<file path="config.mk">
export PLATFORM = sky130hd
export DESIGN_NAME = bcd_stopwatch_up
export DESIGN_NICKNAME = d
export VERILOG_FILES = /design/src/rtl/bcd_stopwatch_up_pkg.sv /design/src/rtl/bcd_stopwatch_up_digit.sv /design/src/rtl/bcd_stopwatch_up.sv
export SDC_FILE = /design/constraint.sdc
export NUM_CORES = 1
export LEC_CHECK = 0
export ABC_CLOCK_PERIOD_IN_PS = 3900
export BUFFER_PORTS_ARGS = -buffer_cell sky130_fd_sc_hd__buf_2
export CAP_MARGIN = 5
export CORE_MARGIN = 8
export CORE_UTILIZATION = 40
export CTS_CLUSTER_SIZE = 20
export DETAILED_ROUTE_END_ITERATION = 8
export GPL_ROUTABILITY_DRIVEN = 0
export HOLD_SLACK_MARGIN = 0.08
export SETUP_SLACK_MARGIN = 0.3
export SYNTH_ARGS = -nofsm -noshare
export SYNTH_HDL_FRONTEND = slang
export SYNTH_SLANG_ARGS = --single-unit
</file>
<file path="constraint.sdc">
create_clock -name clock -period 3.9 [get_ports clock]
set_input_delay 0.39 -clock clock [delete_from_list [all_inputs] [get_ports clock]]
set_output_delay 0.39 -clock clock [all_outputs]
set_load 0.005 [all_outputs]
</file>
<file path="src/rtl/bcd_stopwatch_up_pkg.sv">
// Shared types and helpers for the up-counting mm:ss stopwatch.
// Holds the control states, the digit moduli and the limit validity check.
package bcd_stopwatch_up_pkg;

  typedef enum logic [1:0] {
    IDLE    = 2'd0,
    RUNNING = 2'd1,
    PAUSED  = 2'd2,
    DONE    = 2'd3
  } state_t;

  localparam int BCD_MAX      = 9;
  localparam int SEC_TENS_MOD = 6;

  // A limit is usable only if every nibble is a digit its counter can actually reach.
  function automatic logic bcd_valid(input logic [15:0] value, input int min_tens_mod);
    bcd_valid = (int'(value[3:0])   <= BCD_MAX)
             && (int'(value[7:4])   <  SEC_TENS_MOD)
             && (int'(value[11:8])  <= BCD_MAX)
             && (int'(value[15:12]) <  min_tens_mod);
  endfunction

endpackage

</file>
<file path="src/rtl/bcd_stopwatch_up_digit.sv">
// One BCD up-counting digit with a ripple carry for the next digit.
// The carry is combinational so a whole chain advances on a single edge.
module bcd_digit_up
  import bcd_stopwatch_up_pkg::*;
#(
  parameter int MOD = BCD_MAX + 1
) (
  input  logic       clock,
  input  logic       clr,
  input  logic       clear_sync,
  input  logic       enable,
  output logic [3:0] digit,
  output logic       carry
);

  logic at_max;

  assign at_max = (digit == 4'(MOD - 1));
  assign carry  = enable && at_max;

  always_ff @(posedge clock or posedge clr) begin
    if (clr) begin
      digit <= 4'd0;
    end else if (clear_sync) begin
      digit <= 4'd0;
    end else if (enable) begin
      digit <= at_max ? 4'd0 : digit + 4'd1;
    end else begin
      digit <= digit;
    end
  end

endmodule

</file>
<file path="src/rtl/bcd_stopwatch_up.sv">
// Up-counting mm:ss stopwatch: four cascaded BCD digits under a run/pause/done
// controller, with an optional BCD limit that freezes the count when reached.
module bcd_stopwatch_up
  import bcd_stopwatch_up_pkg::*;
#(
  parameter int MIN_TENS_MOD = 6
) (
  input  logic        clock,
  input  logic        clr,
  input  logic        start,
  input  logic        stop,
  input  logic        tick,
  input  logic        loadn,
  input  logic [15:0] limit_data,
  output logic [3:0]  sec_ones,
  output logic [3:0]  sec_tens,
  output logic [3:0]  min_ones,
  output logic [3:0]  min_tens,
  output logic        running,
  output logic        done,
  output logic        tc
);

  state_t      state;
  logic [15:0] limit;
  logic        inc;
  logic        clear_sync;
  logic        c_so, c_st, c_mo, c_mt;
  logic [15:0] next_count;
  logic        hit_limit;
  logic        wrap;

  assign inc        = tick && (state == RUNNING) && !stop;
  assign clear_sync = stop && ((state == PAUSED) || (state == DONE));

  bcd_digit_up #(.MOD(BCD_MAX + 1)) u_sec_ones (
    .clock(clock), .clr(clr), .clear_sync(clear_sync), .enable(inc),
    .digit(sec_ones), .carry(c_so));
  bcd_digit_up #(.MOD(SEC_TENS_MOD)) u_sec_tens (
    .clock(clock), .clr(clr), .clear_sync(clear_sync), .enable(c_so),
    .digit(sec_tens), .carry(c_st));
  bcd_digit_up #(.MOD(BCD_MAX + 1)) u_min_ones (
    .clock(clock), .clr(clr), .clear_sync(clear_sync), .enable(c_st),
    .digit(min_ones), .carry(c_mo));
  bcd_digit_up #(.MOD(MIN_TENS_MOD)) u_min_tens (
    .clock(clock), .clr(clr), .clear_sync(clear_sync), .enable(c_mo),
    .digit(min_tens), .carry(c_mt));

  // Value each digit takes on this edge, so the limit compare lands on the same edge.
  function automatic logic [3:0] next_digit(input logic [3:0] d, input logic en, input logic cy);
    if (cy) begin
      next_digit = 4'd0;
    end else if (en) begin
      next_digit = d + 4'd1;
    end else begin
      next_digit = d;
    end
  endfunction

  assign next_count = {next_digit(min_tens, c_mo, c_mt), next_digit(min_ones, c_st, c_mo),
                       next_digit(sec_tens, c_so, c_st), next_digit(sec_ones, inc, c_so)};
  assign hit_limit  = inc && (limit != 16'h0000) && (next_count == limit);
  assign wrap       = inc && (limit == 16'h0000) && c_mt;

  assign running = (state == RUNNING);
  assign done    = (state == DONE);

  always_ff @(posedge clock or posedge clr) begin
    if (clr) begin
      state <= IDLE;
      limit <= 16'h0000;
      tc    <= 1'b0;
    end else begin
      tc <= wrap;
      case (state)
        IDLE: begin
          if (!loadn && bcd_valid(limit_data, MIN_TENS_MOD)) begin
            limit <= limit_data;
          end
          if (start && !stop) begin
            state <= RUNNING;
          end
        end
        RUNNING: begin
          if (stop) begin
            state <= PAUSED;
          end else if (hit_limit) begin
            state <= DONE;
          end
        end
        PAUSED: begin
          if (stop) begin
            state <= IDLE;
          end else if (start) begin
            state <= RUNNING;
          end
        end
        DONE: begin
          if (stop) begin
            state <= IDLE;
          end
        end
        default: begin
          state <= IDLE;
        end
      endcase
    end
  end

endmodule

</file>
---- Yosys cells after proc, flatten, opt, wreduce, memory -nomap -nowiden ----
Cells that the tools add are included.
storage, ports and cells
  input bits .............................. 22
  register bits after elaboration ......... 35
  output and inout port bits .............. 19
cells by class
  add/sub/neg operators ................... 4
  reduce and logical (&&, ||, !) cells .... 28
  magnitude comparators ................... 4
  mux-type cells .......................... 27
  equality and inequality tests ........... 12
operator list
  cell                                                                          number
  4-bit two-way mux                                                             20
  4-bit by 1-bit adder with 4-bit output, second input constant                 4
  16-bit equality test                                                          1
  1-bit logical AND                                                             16
  16-bit logical NOT                                                            1
  16-bit nonzero test                                                           1
  2-bit two-way mux                                                             6
  4-bit by 3-bit equality test with 1-bit output, second input constant         2
  4-bit equality test, second input constant                                    2
  4-bit less-or-equal comparator, second input constant                         2
  4-bit by 3-bit less-than comparator with 1-bit output, second input constant  2
  2-bit case mux with 4 select lines                                            1
  2-bit nonzero test                                                            4
  2-bit equality test, second input constant                                    2
  2-bit != test, second input constant                                          2
  4-bit AND reduction                                                           1
  3-bit by 2-bit != test with 1-bit output, second input constant               1
  3-bit != test, second input constant                                          1
  2-bit by 1-bit equality test with 1-bit output, second input constant         1
  1-bit logical NOT                                                             2
  2-bit logical NOT                                                             1
  2-bit AND reduction                                                           1
  1-bit logical OR                                                              1

---- Longest topological paths before layout ----
Gate-level depths: netlist of the first run.
  depth after elaboration ................. 13
  depth in mapped cells ................... 10

---- Cells and area by module ----
From an unflattened synthesis of the first run, not the netlist that was laid out.
second synthesis, totals
  cells, all modules ...................... 255
  area, all modules ....................... 2424.8 sq um
modules (own cells, without submodules)
  module                          cells an instance  instances  sequential area each (sq um)  area each (sq um)
  bcd_stopwatch_up                149                1          475.5                         1473.9
  bcd_digit_up at u_min_ones ...  27                 2          100.1                         244.0
  bcd_digit_up at u_min_tens ...  26                 2          100.1                         231.5

---- Worst setup path after synthesis of the first run ----
No wires, ideal clock.
  path type ............................... flip-flop to flip-flop
  start ................................... register u_sec_ones.digit[1]
  end ..................................... register state[1]
  arrival time ............................ 2053 ps
  cell stages (with the launch flop) ...... 10
  slack ................................... 1755 ps
  buffers on the path ..................... 0
  cells stage by stage .................... dfrtp_1 > inv_1 > ha_1 > nand3b_4 > nor3_2 > mux2i_1 > o22ai_1 > a2111oi_0 > nand4_1 > o31ai_2
on the way
  cells in the longest elaborated chain, start to end .. 10
ends and longest elaborated chain
  element                                                                         line                          RTL
  start, declared                                                                 bcd_stopwatch_up_digit.sv:12  output logic [3:0] digit,
  start signal, assigned                                                          bcd_stopwatch_up_digit.sv:27  digit <= at_max ? 4'd0 : digit + 4'd1;
  start signal, assigned                                                          bcd_stopwatch_up_digit.sv:29  digit <= digit;
  branches (longest 6 deep; another with 4-bit by 1-bit adder with 4-bit output)  n/a
  16-bit equality test *                                                          bcd_stopwatch_up.sv:62        assign hit_limit = inc && (limit != 16'h0000) && (next_count == limit);
  1-bit logical AND *                                                             bcd_stopwatch_up.sv:62
  3-bit by 2-bit != test with 1-bit output (no line) *                            n/a
  4-bit AND reduction (no line) *                                                 n/a
  end signal, assigned                                                            bcd_stopwatch_up.sv:70        state <= IDLE;
  end signal, assigned                                                            bcd_stopwatch_up.sv:81        state <= RUNNING;
  end signal, assigned                                                            bcd_stopwatch_up.sv:86        state <= PAUSED;
  end, declared                                                                   bcd_stopwatch_up.sv:24        state_t state;
Every way passes the cells marked *.
A chain may end at the register's enable or synchronous reset.

---- Worst setup path in the final report of the first run ----
  start ................................... register state[1]
  end ..................................... register state[1]
on the way
  cells in the longest elaborated chain, start to end .. 12
ends and longest elaborated chain
  element                                                        line                                                  RTL
  2-bit by 1-bit equality test with 1-bit output                 bcd_stopwatch_up.sv:33, bcd_stopwatch_up.sv:75
  1-bit logical AND (2 in a row)                                 bcd_stopwatch_up.sv:33                                assign inc = tick && (state == RUNNING) && !stop;
  1-bit logical AND (3 in a row)                                 bcd_stopwatch_up_digit.sv:19                          assign carry = enable && at_max;
  4-bit two-way mux / 1-bit logical AND (equally long branches)  bcd_stopwatch_up.sv:53, bcd_stopwatch_up_digit.sv:19
  4-bit two-way mux                                              bcd_stopwatch_up.sv:51                                if (cy) begin
  16-bit equality test                                           bcd_stopwatch_up.sv:62
  1-bit logical AND                                              bcd_stopwatch_up.sv:62
  3-bit by 2-bit != test with 1-bit output (no line)             n/a
  4-bit AND reduction (no line)                                  n/a
Parallel ways exist; a longest one is shown, timed or not.

==> results of run 1 <==
[tightest hold or removal path: stages]
cell   delay, ns
buf_2       0.09
inv_1       0.04
buf_4       0.39
[flip-flops by register name, indices dropped and copies added (netlist names)]
| register | cells |
|---|---|
| state | 2 |
| u_min_tens.digit | 4 |
| limit | 16 |
| u_sec_tens.digit | 4 |
| u_min_ones.digit | 4 |
| u_sec_ones.digit | 4 |
| tc | 1 |
[per-layer routing]
metal | track usage [%] | vias to the layer above
met5 | 0 | -
met4 | 6.25 | 0
met3 | 3.96 | 9
met2 | 20.9 | 50
met1 | 16.8 | 760
li1 | - | 816
[area by class of cell]
cell class              count  area (µm²)  share of cell area [%]
well taps                  70        87.6                    3.65
multi-input cells         157        1110                    46.4
repair buffers             42         215                    8.97
flip-flops and latches     35         876                    36.5
clock inverters             2        12.5                   0.521
clock buffers               6        72.6                    3.02
inverters                   6        22.5                   0.938
[worst min path at each step]
stage / to / slack (ns) / start
detailed placement: limit[13] / 0.53 / clr
finish: limit[13] / 0.19 / clr
global route: limit[13] / 0.23 / clr
global placement: limit[13] / 0.51 / clr
floorplan: state[0] / 0.46 / stop
CTS: limit[13] / 0.20 / clr
[power groups by stage]
| stage | Clock [mW] | Combinational, mW | Sequential [mW] |
|---|---|---|---|
| finish | 0.260 | 0.174 | 0.464 |
| global route | 0.284 | 0.193 | 0.472 |
| CTS | 0.271 | 0.176 | 0.462 |
| detailed placement | 0 | 0.175 | 0.470 |
| global placement | 0 | 0.174 | 0.469 |
| floorplan | 0 | 0.133 | 0.453 |
[logic make-up after synthesis]
group | share of synthesized area (%)
AOI/OAI and AO/OA | 8.57
buffers and inverters | 2.63
adders and majority gates | 4.90
and+or+nand+nor | 24.2
muxes | 11.2
xor gates and xnor gates | 5.57
DFF | 42.9
[cell usage in the layout (no fill, tap or decap), drive strengths merged, types with 2 or more instances in the layout]
cell type / count
inv: 6
a22oi: 3
nand4: 6
buf: 42
mux2i: 6
and3b: 5
xnor2: 6
o31ai: 2
nor4: 10
and2: 3
nor2: 30
nand3: 5
o21ai: 6
clkbuf: 6
nand2: 9
xor2: 7
mux2: 15
nand3b: 5
nor3: 8
nor2b: 3
dfrtp: 35
ha: 8
a21oi: 13
[metrics by stage]
stage	setup slack (ns)	util (%)	power, mW	area (µm²)	cells
floorplan	1.76	-	0.587	2040	204
global placement	1.27	46.2	0.643	2310	310
CTS	1.19	47.9	0.909	2400	318
detailed placement	1.12	46.2	0.646	2310	310
finish	1.22	47.9	0.898	2400	318
global route	0.996	47.9	0.949	2400	318
==> run metrics, run 1 <==
global-route wire length before repair=7.96 mm; die area=7650 µm²; number of top-level pins=41; cell-by-cell trace of the critical path=nand4bb_1, nor3_2, mux2i_1, o22ai_1, a2111oi_0, nand4_1, o31ai_2; Reg clk slew, reported paths=0.07 ns; highest metal layer with signal wires=met4; type of element capturing the critical path=flip-flop; register bit total from synthesis=35; cell at the root of the clock tree=clkbuf_8; Top Family by Delay on Critical Path=simple AND/OR/NAND/NOR gates; main flop type after synthesis=dfrtp_1; combinational power share=19.4%; initial cell density of the core=40.8%; relative slew slack=45.5%; critical path's largest stage delay=0.58 ns; clk_lat worst skew=0.29 ns; iteration-0 DRC count of the detailed router=107; share of post-route cells with drive strength above 1=29.0%; setup_tns=0 ns; drc violations=0; TritonCTS buffer count=5; total met2 wirelength after detailed routing=2.12 mm; Critical Path End=state[1]; commonest cells in the synthesized netlist=dfrtp_1 (35), nor2_1 (30), mux2_2 (15); Synth Instances=204; number of global-route vias before repair=1,666; number of buffer and inverter stages on the critical path=0; post-synth cell types=39; Least-Margin Pin Slew=0.811 ns; Synth async-reset ratio=100%; worst-case hold slack=0.189 ns; signed area change from the synthesized netlist to the final layout=17.5%; achievable frequency=0.374 GHz; mean number of vias per cell=5.14; Switching Fraction=30.1%; per-instance average area after synthesis=10.0 µm²; Net Switching=0.270 mW; Critical Path Source=state[1]; post-synth top area cell=dfrtp_1; die outline width=87.5 µm; CTS Sinks=35; CTS H-Tree Depth=2; number of antenna violations at the first check in global routing=0; final count of hold timing violations=0; netlist area before placement=2040 µm²; buffer count from post-CTS setup fixing=0; unrepaired setup endpoints after global routing=no; average wire per cell in the routed design=15.2 µm; run status=finished clean; worst hold path class=input pin to asynchronous set/reset pin; crit share post-route=68.6%; source of the worst register-to-register timing path=state[1]; number of enable flip-flop cells after synthesis=0; post-synthesis net count=234; number of stages on the worst setup path=7; largest driver fanout on the critical path=10; vias after detailed routing=1,635; shortest period the worst path allows=2.68 ns; CTS resizes=0; metal3 WL=309 µm; Post-Route M1 WL=2.28 mm; antenna-violating nets left=0; part of the total power dissipated in sequential elements=51.7%; internal power=0.628 mW; Cell Rows=26; capture instance of the worst register-to-register path=state[1]; # setup viols final=0; portion of synthesized cell area occupied by the leading cell type=42.9%; height of the die=87.5 µm; largest buffer count on any clock path=2; core region area=5010 µm²; warning count from the yosys run=0; Overflow after GRT=0; flop-to-flop setup slack=1.22 ns; fillcell total=516; sequential cell area fraction in the yosys report=42.9%; Lkg Pwr=1.15 nW; class of the most critical setup path=flip-flop to flip-flop; Detailed Routing Iterations Pass 1=4; number of buffers added on ports=40; placed wire-length estimate=3.73 mm; library cell with the highest instance count after synthesis=dfrtp_1; portion of total power attributed to the clock network=28.9%; top area cells in the synthesized netlist=dfrtp_1 (43%), mux2_2 (8.3%), nor2_1 (5.5%); maximum number of pins on one net before global-route repair=36; number of max-capacitance violations reported=0; Power per Cell Area=374 nW/µm²; detailed-route wire length=4.82 mm; number of buffers added to fix hold violations after cts=0; Antenna Diode Count=0; Post-layout nets=277; TritonCTS clock tree=done; nature of the critical path startpoint=flip-flop; post-route clock skew=0.00559 ns; Total Routing Usage GR=13.5%; number of cell instances on the worst register-to-register path=7; final count of pins violating max slew=0; data required time of the critical path=4.10 ns; endpoint arrival time on the critical path=2.87 ns; CP max-delay cell=nand4bb_1; Worst VDD drop=180 µV
(Power assumes the default switching activity.)
==> inputs of run 2 (changes only) <==
--- a/config.mk
+++ b/config.mk
@@ -5,7 +5,7 @@
 export SDC_FILE = /design/constraint.sdc
 export NUM_CORES = 1
 export LEC_CHECK = 0
-export ABC_CLOCK_PERIOD_IN_PS = 3900
+export ABC_CLOCK_PERIOD_IN_PS = 2800
 export BUFFER_PORTS_ARGS = -buffer_cell sky130_fd_sc_hd__buf_2
 export CAP_MARGIN = 5
 export CORE_MARGIN = 8
==> constraint.sdc (replaced) <==
create_clock -name clock -period 2.8 [get_ports clock]
set_input_delay 0.28 -clock clock [delete_from_list [all_inputs] [get_ports clock]]
set_output_delay 0.28 -clock clock [all_outputs]
set_load 0.005 [all_outputs]
==> run metrics, run 2 (synthesis results as in run 1) <==
end point of the worst hold path=limit[4]; relative slew slack=61.4%; Top Family by Delay on Critical Path=simple AND/OR/NAND/NOR gates; share of post-route cells with drive strength above 1=32.4%; number of antenna violations at the first check in global routing=0; CTS H-Tree Depth=2; instance area at placement=2330 µm²; cell at the root of the clock tree=clkbuf_8; vias after detailed routing=1,692; flip-flop count of the largest register, all copies and words added=16; Cell Rows=26; antenna-violating nets left=0; Total Routing Usage GR=13.9%; core region area=5010 µm²; Non-Filler Cell Area, Final=2510 µm²; iteration-0 DRC count of the detailed router=62; nature of the critical path startpoint=flip-flop; source of the worst register-to-register timing path=u_sec_tens.digit[1]; number of placed instances, taps included=312; fillcell total=508; die area=7650 µm²; worst hold path class=input pin to flip-flop; average wire per cell in the routed design=15.4 µm; crit share post-route=84.0%; TritonCTS buffer count=5; data required time of the critical path=3.00 ns; Detailed Routing Iterations Pass 1=4; flop-to-flop setup slack=0.45 ns; number of buffer and inverter stages on the critical path=2; die outline width=87.5 µm; final count of hold timing violations=0; achievable frequency=0.425 GHz; CTS Sinks=35; Reg clk slew, reported paths=0.08 ns; Worst VDD drop=326 µV; Post-layout nets=282; class of the most critical setup path=flip-flop to flip-flop; most frequent cells in the layout=buf_2 (40), dfrtp_1 (34), nor2_1 (30); Power per Cell Area=548 nW/µm²; number of buffers added on ports=40; TritonCTS clock tree=done; run status=finished clean; cell-by-cell trace of the critical path=inv_1, ha_1, nand3b_1, buf_4, nor4_4, nand4_1, mux2i_1, xor2_1, nand3_1, o31ai_2; global-route wire length before repair=8.29 mm; Lkg Pwr=1.21 nW; most frequent standard cell in the layout excluding fill and tap cells=buf_2; non-filler cells in the finished layout=323; maximum number of pins on one net before global-route repair=23; capture instance of the worst register-to-register path=state[1]; mean number of vias per cell=5.24; final count of pins violating max slew=0; number of max-capacitance violations reported=0; largest buffer count on any clock path=2; detailed-route wire length=4.96 mm; critical path's largest stage delay=0.43 ns; Antenna Diode Count=0; hold path startpoint=limit_data[4]; CP max-delay cell=dfrtp_1; placed wire-length estimate=3.82 mm; number of top-level pins=41; height of the die=87.5 µm; number of global-route vias before repair=1,732; number of cell instances on the worst register-to-register path=10; post-route clock skew=0.00721 ns; Least-Margin Pin Slew=0.578 ns; worst hold stages=2; unrepaired setup endpoints after global routing=yes; shortest period the worst path allows=2.35 ns; type of element capturing the critical path=flip-flop; drc violations=0; setup_tns=0 ns; largest driver fanout on the critical path=5; endpoint arrival time on the critical path=2.56 ns; worst-case hold slack=0.210 ns; Overflow after GRT=0; initial cell density of the core=40.8%; # setup viols final=0; largest register by flop count=limit; clk_lat worst skew=0.29 ns; signed area change from the synthesized netlist to the final layout=22.7%
[run 2: metal layers]
metal / routed length (µm) / track usage (%)
met2: 2190 / 21.4
met4: 86 / 5.00
met3: 266 / 4.06
met5: 0 / 0
met1: 2420 / 17.9
[run 2: worst max path at each step]
stage	slack, ns	end	start	cells after the start
2_1_floorplan	0.66	state[1]	u_sec_ones.digit[1]	9
3_3_place_gp	0.36	state[1]	u_sec_ones.digit[0]	8
3_5_place_dp	0.32	state[1]	u_sec_ones.digit[0]	8
4_1_cts	0.36	state[1]	u_sec_ones.digit[0]	8
5_1_grt	0.28	state[1]	u_sec_ones.digit[1]	9
6_report	0.45	state[1]	u_sec_tens.digit[1]	10
[run 2: cell type report]
| class | count | area, µm² | area share (%) |
|---|---|---|---|
| clock buffer | 5 | 68.8 | 2.75 |
| clock inverter | 3 | 43.8 | 1.75 |
| inverter | 6 | 22.5 | 0.899 |
| multi-input combinational | 157 | 1150 | 45.9 |
| sequential | 35 | 877 | 35.0 |
| tap | 70 | 87.6 | 3.49 |
| timing repair buffer | 47 | 255 | 10.2 |
[run 2: repair_timing]
action | in CTS | in global routing
gates resized for setup | 1 | 7
endpoints found under the hold margin | 13 | 0
buffers inserted | 0 | 2
hold buffers | 1 | 0
pin swaps | 0 | 1
endpoints found under the setup margin | 1 | 1
[run 2: per-stage QoR]
stage	util (%)	total power, mW	worst slack, ns
3_3_place_gp	46.5	0.898	0.363
6_report	50.0	1.37	0.449
5_1_grt	50.0	1.44	0.280
2_1_floorplan	-	0.817	0.655
4_1_cts	49.1	1.37	0.355
3_5_place_dp	46.5	0.905	0.316
[run 2: where the power goes]
part           switching (mW)  internal [mW]
clock network           0.202          0.265
registers              0.0832          0.568
logic                   0.114          0.141
[run 2: worst register-to-register path, delay by kind of cell, from the launching register on]
kind                     cells  cell delay, ns
AND/OR/NAND/NOR              4            0.72
XOR/XNOR                     1            0.17
multiplexers                 1            0.24
flip-flops                   1            0.43
buffers and inverters        2            0.27
AO/OA/AOI/OAI                1            0.24
adder cells (fa/ha/maj)      1            0.18
==> inputs of run 3 (changes only) <==
--- a/config.mk
+++ b/config.mk
@@ -5,7 +5,7 @@
 export SDC_FILE = /design/constraint.sdc
 export NUM_CORES = 1
 export LEC_CHECK = 0
-export ABC_CLOCK_PERIOD_IN_PS = 2800
+export ABC_CLOCK_PERIOD_IN_PS = 2100
 export BUFFER_PORTS_ARGS = -buffer_cell sky130_fd_sc_hd__buf_2
 export CAP_MARGIN = 5
 export CORE_MARGIN = 8
==> constraint.sdc (replaced) <==
create_clock -name clock -period 2.1 [get_ports clock]
set_input_delay 0.21 -clock clock [delete_from_list [all_inputs] [get_ports clock]]
set_output_delay 0.21 -clock clock [all_outputs]
set_load 0.005 [all_outputs]
==> run metrics, run 3 (synthesis results as in run 1) <==
Cell Rows=26; number of stages on the worst setup path=10; class of the most critical setup path=flip-flop to flip-flop; cell at the root of the clock tree=clkbuf_8; # setup viols final=1; largest driver fanout on the critical path=3; Top Family by Delay on Critical Path=simple AND/OR/NAND/NOR gates; worst hold path class=input pin to flip-flop; flop-to-flop setup slack=-0.05 ns; most frequent standard cell in the layout excluding fill and tap cells=buf_2; number of cell instances on the worst register-to-register path=10; Critical Path End=state[1]; initial cell density of the core=40.8%; number of top-level pins=41; Overflow after GRT=0; iteration-0 DRC count of the detailed router=89; Critical Path Source=u_sec_tens.digit[1]; Non-Filler Cell Area, Final=2800 µm²; largest register by flop count=limit; unrepaired setup endpoints after global routing=yes; vias after detailed routing=1,824; source of the worst register-to-register timing path=u_sec_tens.digit[1]; drc violations=0; CTS Sinks=35; Post-layout nets=313; CTS H-Tree Depth=2; Detailed Routing Iterations Pass 1=4; worst-case hold slack=0.146 ns; core region area=5010 µm²; post-route clock skew=0.00468 ns; number of antenna violations at the first check in global routing=0; crit share post-route=102%; Lkg Pwr=1.34 nW; instance area at placement=2560 µm²; global-route wire length before repair=8.67 mm; type of element capturing the critical path=flip-flop; CP max-delay cell=dfrtp_1; TritonCTS clock tree=done; mean number of vias per cell=5.15; run status=finished, violations left; detailed-route wire length=5.34 mm; signed area change from the synthesized netlist to the final layout=36.9%; Sequential cell area=877 µm²; number of global-route vias before repair=1,812; height of the die=87.5 µm; die area=7650 µm²; Worst VDD drop=467 µV; final count of pins violating max slew=0; Power per Cell Area=631 nW/µm²; shortest period the worst path allows=2.15 ns; average wire per cell in the routed design=15.1 µm; critical path's largest stage delay=0.38 ns; post-route worst setup slack=-0.0492 ns; Antenna Diode Count=0; final count of hold timing violations=0; achievable frequency=0.465 GHz; fillcell total=485; antenna-violating nets left=0; Reg clk slew, reported paths=0.08 ns; number of buffers added on ports=40; worst slack, placed=-0.0930 ns; cell-by-cell trace of the critical path=inv_1, ha_2, nand3b_1, nor3_4, buf_4, nand2_1, mux2i_2, xor2_1, nand3_1, o31ai_2; total area of multi-input combinational cells=1220 µm²; TritonCTS buffer count=5; maximum number of pins on one net before global-route repair=36; die outline width=87.5 µm; data required time of the critical path=2.31 ns; endpoint arrival time on the critical path=2.36 ns; largest buffer count on any clock path=2; placed wire-length estimate=4.05 mm; relative slew slack=70.5%; capture instance of the worst register-to-register path=state[1]; flip-flop count of the largest register, all copies and words added=16; number of max-capacitance violations reported=0; Total Routing Usage GR=14.8%; number of buffer and inverter stages on the critical path=2; failing checks=negative setup slack; Least-Margin Pin Slew=0.438 ns; share of post-route cells with drive strength above 1=44.4%; clk_lat worst skew=0.29 ns; Tot Pwr=1.76 mW; nature of the critical path startpoint=flip-flop; most frequent cells in the layout=buf_2 (40), dfrtp_1 (34), buf_4 (33)
## run 3: changes by cell type in the layout (fill, tap and decap cells not counted), sizes merged
| cell | delta |
|---|---|
| buf | +31 |
| bufinv | -1 |
| clkinv | -1 |
| clkinvlp | +2 |
## run 3: metrics by stage
| step | cells | utilization, % | setup TNS, ns |
|---|---|---|---|
| 6_report | 354 | 55.8 | -0.0492 |
| 5_1_grt | 354 | 55.8 | -0.172 |
| 4_1_cts | 349 | 53.4 | -0.0853 |
| 3_5_place_dp | 339 | 51.1 | -0.0930 |
| 3_3_place_gp | 339 | 51.1 | 0 |
| 2_1_floorplan | 204 | - | 0 |
## run 3: how the worst min path moves through the flow
stage | slack [ns] | cells past startpoint | start | endpoint
6_report | 0.15 | 3 | start | state[0]
3_5_place_dp | 0.34 | 3 | clr | limit[12]
5_1_grt | 0.13 | 2 | limit_data[8] | limit[8]
2_1_floorplan | 0.28 | 1 | stop | state[0]
4_1_cts | 0.14 | 3 | start | state[0]
3_3_place_gp | 0.33 | 3 | clr | limit[12]
## run 3: worst reg2reg max path, stage by stage, from the launching register on
cell and delay (ns):
dfrtp_1 0.38, inv_1 0.06, ha_2 0.18, nand3b_1 0.21, nor3_4 0.26, buf_4 0.16
nand2_1 0.07, mux2i_2 0.25, xor2_1 0.17, nand3_1 0.10, o31ai_2 0.24
## run 3: report_power, final
part | leakage, nW | total [mW] | internal (mW) | switching [mW]
Combinational | 0.837 | 0.426 | 0.235 | 0.191
Sequential | 0.468 | 0.848 | 0.757 | 0.0903
Clock | 0.0402 | 0.491 | 0.231 | 0.260
## run 3: layer usage
layer  GRT usage, %  share of wire (%)  routed length [µm]
met1           19.2                 46                2460
met2           22.9                 48                2540
met3           3.87                5.3                 281
met4           5.16                1.0                  55
met5              0                  0                   0
## run 3: repair_timing
action,4_1_cts,5_1_grt
hold buffers,1,0
setup buffers,1,4
gates cloned,0,1
hold endpoints to repair,35,0
endpoints found under the setup margin,16,20
resized for setup,3,23
pin swaps,0,6
## run 3: layout make-up
cell class	count	area share (%)
clock buffers	5	2.46
clock inverters	3	0.716
inverters	6	0.805
multi-input cells	157	43.5
flip-flops and latches	35	31.4
well taps	70	3.13
repair buffers	78	18.0
